--- src/rtl/bpred_pkg.sv ---
// Shared constants for the branch-predictor front end.
//   GHR_SIZE / HOB / LOB : global-history geometry
//   *_AW                 : address widths of the three storage instances
//   *_W                  : word widths of the three storage instances
package bpred_pkg;

    localparam int unsigned GHR_SIZE      = 8;
    localparam int unsigned HOB           = 3;
    localparam int unsigned LOB           = 5;

    localparam int unsigned WEIGHT_TBL_AW = 6;
    localparam int unsigned IMEM_AW       = 8;
    localparam int unsigned RAS_AW        = 4;

    localparam int unsigned WEIGHT_W      = 24;
    localparam int unsigned IMEM_W        = 32;
    localparam int unsigned RAS_W         = 32;

    // Instruction-store index for a byte PC (word-aligned, IMEM_AW bits above bit 1).
    function automatic logic [IMEM_AW-1:0] pc_to_imem_addr(input logic [31:0] pc);
        return pc[IMEM_AW+1:2];
    endfunction

endpackage

--- src/rtl/hobRam.sv ---
// Perceptron weight table: 64 x 24, simple dual-port, old-data on read-during-write.
// Ports: clock, reset, data, rdaddress, wraddress, wren, q (see hob_ram).
module hobRam
    import bpred_pkg::*;
(
    input  logic                     clock,
    input  logic                     reset,
    input  logic [WEIGHT_W-1:0]      data,
    input  logic [WEIGHT_TBL_AW-1:0] rdaddress,
    input  logic [WEIGHT_TBL_AW-1:0] wraddress,
    input  logic                     wren,
    output logic [WEIGHT_W-1:0]      q
);

    hob_ram #(
        .DATA_W      (WEIGHT_W),
        .ADDR_W      (WEIGHT_TBL_AW),
        .SINGLE_PORT (0),
        .RDW_NEW     (0),
        .INIT_ZERO   (1)
    ) u_ram (
        .clock     (clock),
        .reset     (reset),
        .data      (data),
        .rdaddress (rdaddress),
        .wraddress (wraddress),
        .wren      (wren),
        .q         (q)
    );

endmodule

--- src/rtl/hob_ram.sv ---
// Parameterised synchronous RAM with a registered read port.
// Ports:
//   clock      - single clock, all ports sampled on its rising edge
//   reset      - synchronous active-high, clears only the read register
//   data       - write data
//   rdaddress  - read address (also write address when SINGLE_PORT=1)
//   wraddress  - write address (ignored when SINGLE_PORT=1)
//   wren       - write enable
//   q          - registered read data, 1-cycle latency
module hob_ram
    import bpred_pkg::*;
#(
    parameter int unsigned DATA_W      = WEIGHT_W,
    parameter int unsigned ADDR_W      = WEIGHT_TBL_AW,
    parameter int unsigned SINGLE_PORT = 0,
    parameter int unsigned RDW_NEW     = 0,
    parameter int unsigned INIT_ZERO   = 1
) (
    input  logic              clock,
    input  logic              reset,
    input  logic [DATA_W-1:0] data,
    input  logic [ADDR_W-1:0] rdaddress,
    input  logic [ADDR_W-1:0] wraddress,
    input  logic              wren,
    output logic [DATA_W-1:0] q
);

    localparam int unsigned DEPTH = 2 ** ADDR_W;

    // 'x lets the tools treat power-up contents as don't-care.
    localparam logic [DATA_W-1:0] INIT_WORD = (INIT_ZERO != 0) ? '0 : 'x;

    // No reset on the array so it maps onto block RAM / MLAB.
    logic [DATA_W-1:0] mem [DEPTH] = '{default: INIT_WORD};

    logic [DATA_W-1:0] rd_q;
    logic [ADDR_W-1:0] waddr;
    logic              bypass;
    logic              unused_wraddress;

    assign waddr            = (SINGLE_PORT != 0) ? rdaddress : wraddress;
    assign unused_wraddress = ^wraddress;

    // New-data read-during-write: forward the write data around the array.
    assign bypass = (RDW_NEW != 0) && wren && (waddr == rdaddress);

    // Writes proceed regardless of reset; the predictor initialises its table that way.
    always_ff @(posedge clock) begin
        if (wren) begin
            mem[waddr] <= data;
        end
    end

    always_ff @(posedge clock) begin
        if (reset) begin
            rd_q <= '0;
        end else if (bypass) begin
            rd_q <= data;
        end else begin
            rd_q <= mem[rdaddress];
        end
    end

    assign q = rd_q;

endmodule

--- config.mk ---
export PLATFORM = sky130hd
export DESIGN_NAME = hobRam
export DESIGN_NICKNAME = d
export VERILOG_FILES = /design/src/rtl/bpred_pkg.sv /design/src/rtl/hobRam.sv /design/src/rtl/hob_ram.sv
export SDC_FILE = /design/constraint.sdc
export NUM_CORES = 1
export LEC_CHECK = 0
export ABC_AREA = 1
export CAP_MARGIN = 20
export CORE_MARGIN = 4
export CORE_UTILIZATION = 40
export DETAILED_ROUTE_END_ITERATION = 8
export SETUP_SLACK_MARGIN = 0.15
export SLEW_MARGIN = 10
export SYNTH_ARGS = -nofsm -noshare
export SYNTH_HDL_FRONTEND = slang
export SYNTH_HIERARCHICAL = 1
export SYNTH_SLANG_ARGS = --single-unit
export TNS_END_PERCENT = 10
--- constraint.sdc ---
create_clock -name clock -period 4.4 [get_ports clock]
set_input_delay 0.88 -clock clock [delete_from_list [all_inputs] [get_ports clock]]
set_output_delay 0.88 -clock clock [all_outputs]
set_load 0.005 [all_outputs]
==> results of run 1 <==
[kinds of logic (layout without fill, tap and decap cells)]
family	count (synthesis)	in the layout	share of synthesized area
and+or+nand+nor	3296	3296	0.224
DFF	1560	1560	0.744
buffers and inverters	352	525	0.0297
AOI/OAI and AO/OA	24	24	0.00192
other	0	6	0
[synthesized netlist by cell type, drive strengths merged]
master,n,area (um2)
clkbuf,77,289
nand2,1920,7210
nor2,56,210
inv,10,37.5
clkinv,2,8.75
nand3,1303,6520
nor4,8,50.1
a21oi,24,120
edfxtp,1536,46100
buf,263,1530
dfxtp,24,480
nand4,9,56.3
[state kept, by name (all words and copies together), names as in the netlist]
| register | flops |
|---|---|
| u_ram/mem | 1536 |
| u_ram/q | 24 |
[layout make-up]
class                      count  share of cell area
antenna                        6            0.000213
clock buffer                 216              0.0619
clock inverter                66             0.00818
inverter                      12             0.00110
multi-input combinational   3320               0.203
sequential                  1560               0.660
tap                         2044              0.0362
timing repair buffer         231              0.0295
[worst max-delay path by stage]
| stage | startpoint | end | slack (ns) | cells past startpoint |
|---|---|---|---|---|
| CTS | wraddress[2] | u_ram/mem[2][21]$_DFFE_PP_ | 1.56 | 6 |
| global route | wraddress[2] | u_ram/mem[34][20]$_DFFE_PP_ | 1.41 | 6 |
| finish | wraddress[2] | u_ram/mem[34][20]$_DFFE_PP_ | 1.41 | 6 |
| floorplan | wren | u_ram/mem[48][0]$_DFFE_PP_ | 0.18 | 3 |
| detailed placement | wraddress[2] | u_ram/mem[2][23]$_DFFE_PP_ | 0.73 | 6 |
| global placement | wraddress[2] | u_ram/mem[42][15]$_DFFE_PP_ | 0.81 | 6 |
[critical path, delay by kind of cell]
family	cells	cell delay [ns]
buffers and inverters	4	1.96
and+or+nand+nor	2	0.54
[power by group through the flow]
| stage | clock network [mW] | logic [mW] | registers [mW] |
|---|---|---|---|
| CTS | 13.1 | 1.98 | 16.5 |
| finish | 13.0 | 1.98 | 16.5 |
| detailed placement | 0 | 1.98 | 16.8 |
| floorplan | 0 | 1.05 | 16.8 |
| global route | 13.8 | 2.15 | 16.5 |
| global placement | 0 | 1.96 | 16.8 |
[layer usage]
metal,wire (um),vias to the layer above
li1,-,18600
met1,73900,19900
met2,81900,1745
met3,13900,274
met4,4940,6
met5,30,-
[metrics by stage]
step / total power, mW / area (um2) / instances / setup WS [ns]
floorplan: 17.8 / 62600 / 5232 / 0.178
global placement: 18.8 / 65700 / 7167 / 0.805
detailed placement: 18.8 / 65700 / 7167 / 0.732
CTS: 31.6 / 70600 / 7449 / 1.56
global route: 32.4 / 70600 / 7449 / 1.41
finish: 31.4 / 70600 / 7455 / 1.41
==> flow_summary.ini, run 1 <==
[status]
status = completed

[hold_path]
whs_path_depth = 1
hold_end = u_ram/mem[42][15]$_DFFE_PP_
hp-class = primary input to flip-flop
min-delay-start = data[15]

[global_routing]
grtUsageTotal = 0.210
grt_pass1_vias = 38000
grt_pass1_wl_um = 255000
grt_start_max_net_pins = 164
use_met3 = 0.0321
grt_util_met1 = 0.298
antenna_found_initial = 11
grt.busiest_layer = met2
met2_usage = 0.334
grt-ovfl-total = 0

[finish]
nFillCells = 13800
seqCellArea_um2 = 46600
final_common_cell = nand2_1
multiInputGateArea_um2 = 14400
drive_gt1_frac = 0.0883
nets = 5322
utilization = 0.456
final_cell_mix = nand2_1, edfxtp_1, nand3_1
synthToLayoutAreaGrowth_pct = 12.8

[timing]
min_period_ns = 2.99
fin_hold_ws_ns = 0.628
skew_ns = 0.0226
timing.final.crit_share = 0.679
slew_headroom = 0.286
fmax_mhz = 335
tns_ns = 0
tightest_slew_ns = 1.07
setup_viol = 0
hold_viol = 0
rsz0062_at_grt = no
finalMaxSlewViolations = 0

[setup_path]
worstSetupPathType = primary input to flip-flop
critPathLaunchType = primary input
rr_worst_depth = 8
crit_path_frequent_cell = buf_4
cp_slowest_cell = clkdlybuf4s50_1
cp_cell_sequence = clkdlybuf4s50_1 > inv_1 > nand4_1 > buf_4 > nor2_2 > buf_4
reg2reg_to = u_ram/q[23]$_SDFF_PP0_
cp.arrival_ns = 3.41
worstReg2RegStart = u_ram/mem[25][23]$_DFFE_PP_
critical_path_required_ns = 4.82
endpoint_kind = flip-flop
worstPathMaxFanout = 24
r2r_slack_ns = 2.69
max_stage_delay_ns = 0.77

[clock_tree]
ctsResizeCount = 0
clkTransAtPathRegs_ns = 0.06
hold_buffers = 0
cts_tree = done
cts-root-buf = clkbuf_16
clockBufferDepth = 3
numCtsBuffers = 158
postCtsSetupBuffers = 0
clock_latency_ns = 0.78
clkSinkCount = 1560
htreeDepth = 4

[pwr]
p_switching_mw = 6.99
p_int_mw = 24.4
pwr-share-clk = 0.412
irDropWorstVdd_mv = 0.360
power_leakage_nw = 25.0
p_per_area_nw_per_um2 = 445
p_comb_frac = 0.063
p_seq_frac = 0.524
power.share.switching = 0.222

[synth]
synth_seq_cells = 1560
synth_cell_type_count = 18
synthCells = 5232
syn_nets = 5271
syn-cell-area_um2 = 62600
seq_area_frac_synth = 0.744
syn_avg_cell_area_um2 = 12.0
synth_warnings = 6

[drt]
drtPass1Iterations = 6
antenna_left = 0
first_iter_violations = 4734
post_drt_wl_per_cell_um = 23.4
wirelength_um = 175000
viasPerCell = 5.43
drc = 0
vias = 40500

[floorplan]
start_util = 0.405
die_area_um2 = 163000
rows = 144
core_area_um2 = 155000
ios = 63
die_x_um = 404
die_y_um = 404

[job]
maxCapViolations = 0

[place]
place_congestion = 0.823
portBuffers = 62
dp_hpwl_um = 97800
No activity file was read; power rests on OpenSTA's default activity.
==> run 2: changes to the inputs <==
==> constraint.sdc (replaced) <==
create_clock -name clock -period 2.8 [get_ports clock]
set_input_delay 0.56 -clock clock [delete_from_list [all_inputs] [get_ports clock]]
set_output_delay 0.56 -clock clock [all_outputs]
set_load 0.005 [all_outputs]
==> flow_summary.ini, run 2 (same netlist as run 1, synthesis figures left out) <==
[clock_tree]
cts_tree = done
htreeDepth = 4
clkSinkCount = 1560
cts-root-buf = clkbuf_16
clockBufferDepth = 3
numCtsBuffers = 162
clkTransAtPathRegs_ns = 0.06
clock_latency_ns = 0.77

[finish]
top_register = u_ram/mem
largest_reg_flops = 1536
nets = 5450
final_common_cell = nand2_1
drive_gt1_frac = 0.111
final_cell_mix = nand2_1, edfxtp_1, nand3_1
final_cell_area_um2 = 73300
synthToLayoutAreaGrowth_pct = 17.0

[global_routing]
grtUsageTotal = 0.220
grt_pass1_wl_um = 265000
grt_start_max_net_pins = 95
antenna_found_initial = 14
grt_pass1_vias = 39100
grt-ovfl-total = 0

[drt]
vias = 41700
drc = 0
wirelength_um = 182000
drtPass1Iterations = 6
antenna_left = 0
first_iter_violations = 4850
viasPerCell = 5.49
post_drt_wl_per_cell_um = 24.0

[pwr]
power_leakage_nw = 26.2
p_per_area_nw_per_um2 = 692
irDropWorstVdd_mv = 0.640

[timing]
setup_viol = 0
min_period_ns = 2.59
fmax_mhz = 386
rsz0062_at_grt = no
tightest_slew_ns = 0.883
finalMaxSlewViolations = 0
skew_ns = 0.0243
fin_ws_ns = 0.211
timing.final.crit_share = 0.925
hold_viol = 0
slew_headroom = 0.411

[setup_path]
worstPathMaxFanout = 1
cp.buffers_inverters = 1
max_stage_delay_ns = 0.64
path_delay_family = flip-flops
endpoint_kind = primary output
cp_cell_sequence = clkdlybuf4s50_1
cp.arrival_ns = 2.03
critPathLaunchType = flip-flop
cp_slowest_cell = dfxtp_1
critical_path_required_ns = 2.24
worstSetupPathType = flip-flop to primary output

[status]
status = completed

[job]
maxCapViolations = 0

[floorplan]
ios = 63
die_x_um = 404
rows = 144
core_area_um2 = 155000
start_util = 0.405
die_y_um = 404
die_area_um2 = 163000

[place]
place_congestion = 0.898
portBuffers = 62
dp_hpwl_um = 109000
place_ws_ns = -0.252
placed_area_um2 = 68000

[hold_path]
hp-class = primary input to flip-flop
[run 2: changes by cell type in the layout (fill, tap and decap cells not counted), sizes merged]
cell / before / now
diode: 6 / 5
buf: 198 / 321
clkinv: 49 / 70
clkdlybuf4s50: 32 / 33
clkbuf: 217 / 210
inv: 16 / 14
bufinv: 10 / 14
[run 2: repair_timing]
item	in CTS	in global routing
hold buffers	0	0
buffers inserted	0	0
gates resized for setup	1	1
endpoints found under the setup margin	2	1
hold endpoints to repair	0	0
gates cloned	0	0
[run 2: routing by layer]
layer,wire length (um),GRT usage
met2,83100,0.340
met1,77300,0.316
met3,16800,0.0452
met4,4780,0.0670
met5,46,0
[run 2: final timing paths]
path / start / endpoint / slack, ns / cells after the start
setup / recovery: u_ram/q[3]$_SDFF_PP0_ / q[3] / 0.21 / 1
hold / removal: data[18] / u_ram/mem[48][18]$_DFFE_PP_ / 0.06 / 1
setup reg to reg: u_ram/mem[3][14]$_DFFE_PP_ / u_ram/q[14]$_SDFF_PP0_ / 1.09 / 8
hold reg to reg: u_ram/mem[42][13]$_DFFE_PP_ / u_ram/q[13]$_SDFF_PP0_ / 0.87 / 8
[run 2: area by class of cell]
class | instances | area (um2)
antenna | 5 | 12.5
clock buffer | 209 | 4420
clock inverter | 89 | 856
fill | 13600 | 81500
inverter | 12 | 78.8
multi-input combinational | 3320 | 14400
sequential | 1560 | 46600
tap | 2044 | 2560
timing repair buffer | 355 | 4350
[run 2: report_power, final]
group | leakage, nW | internal, mW | switching (mW) | total [mW]
combinational | 9.60 | 0.983 | 2.46 | 3.44
sequential | 14.0 | 25.8 | 0.119 | 25.9
clock | 2.57 | 12.4 | 8.89 | 21.3
total | 26.2 | 39.2 | 11.5 | 50.7
[run 2: metrics by stage]
step | utilization | TNS [ns] | total power, mW | hold slack (ns) | std cells
2_1_floorplan | - | -50.36 | 28.0 | 0.629 | 5232
3_3_place_gp | 0.439 | -0.361 | 29.8 | 0.812 | 7291
3_5_place_dp | 0.439 | -0.539 | 29.9 | 0.821 | 7291
4_1_cts | 0.474 | 0 | 51.0 | 0.0114 | 7589
5_1_grt | 0.474 | 0 | 52.4 | 0.0209 | 7590
6_report | 0.474 | 0 | 50.7 | 0.0574 | 7594
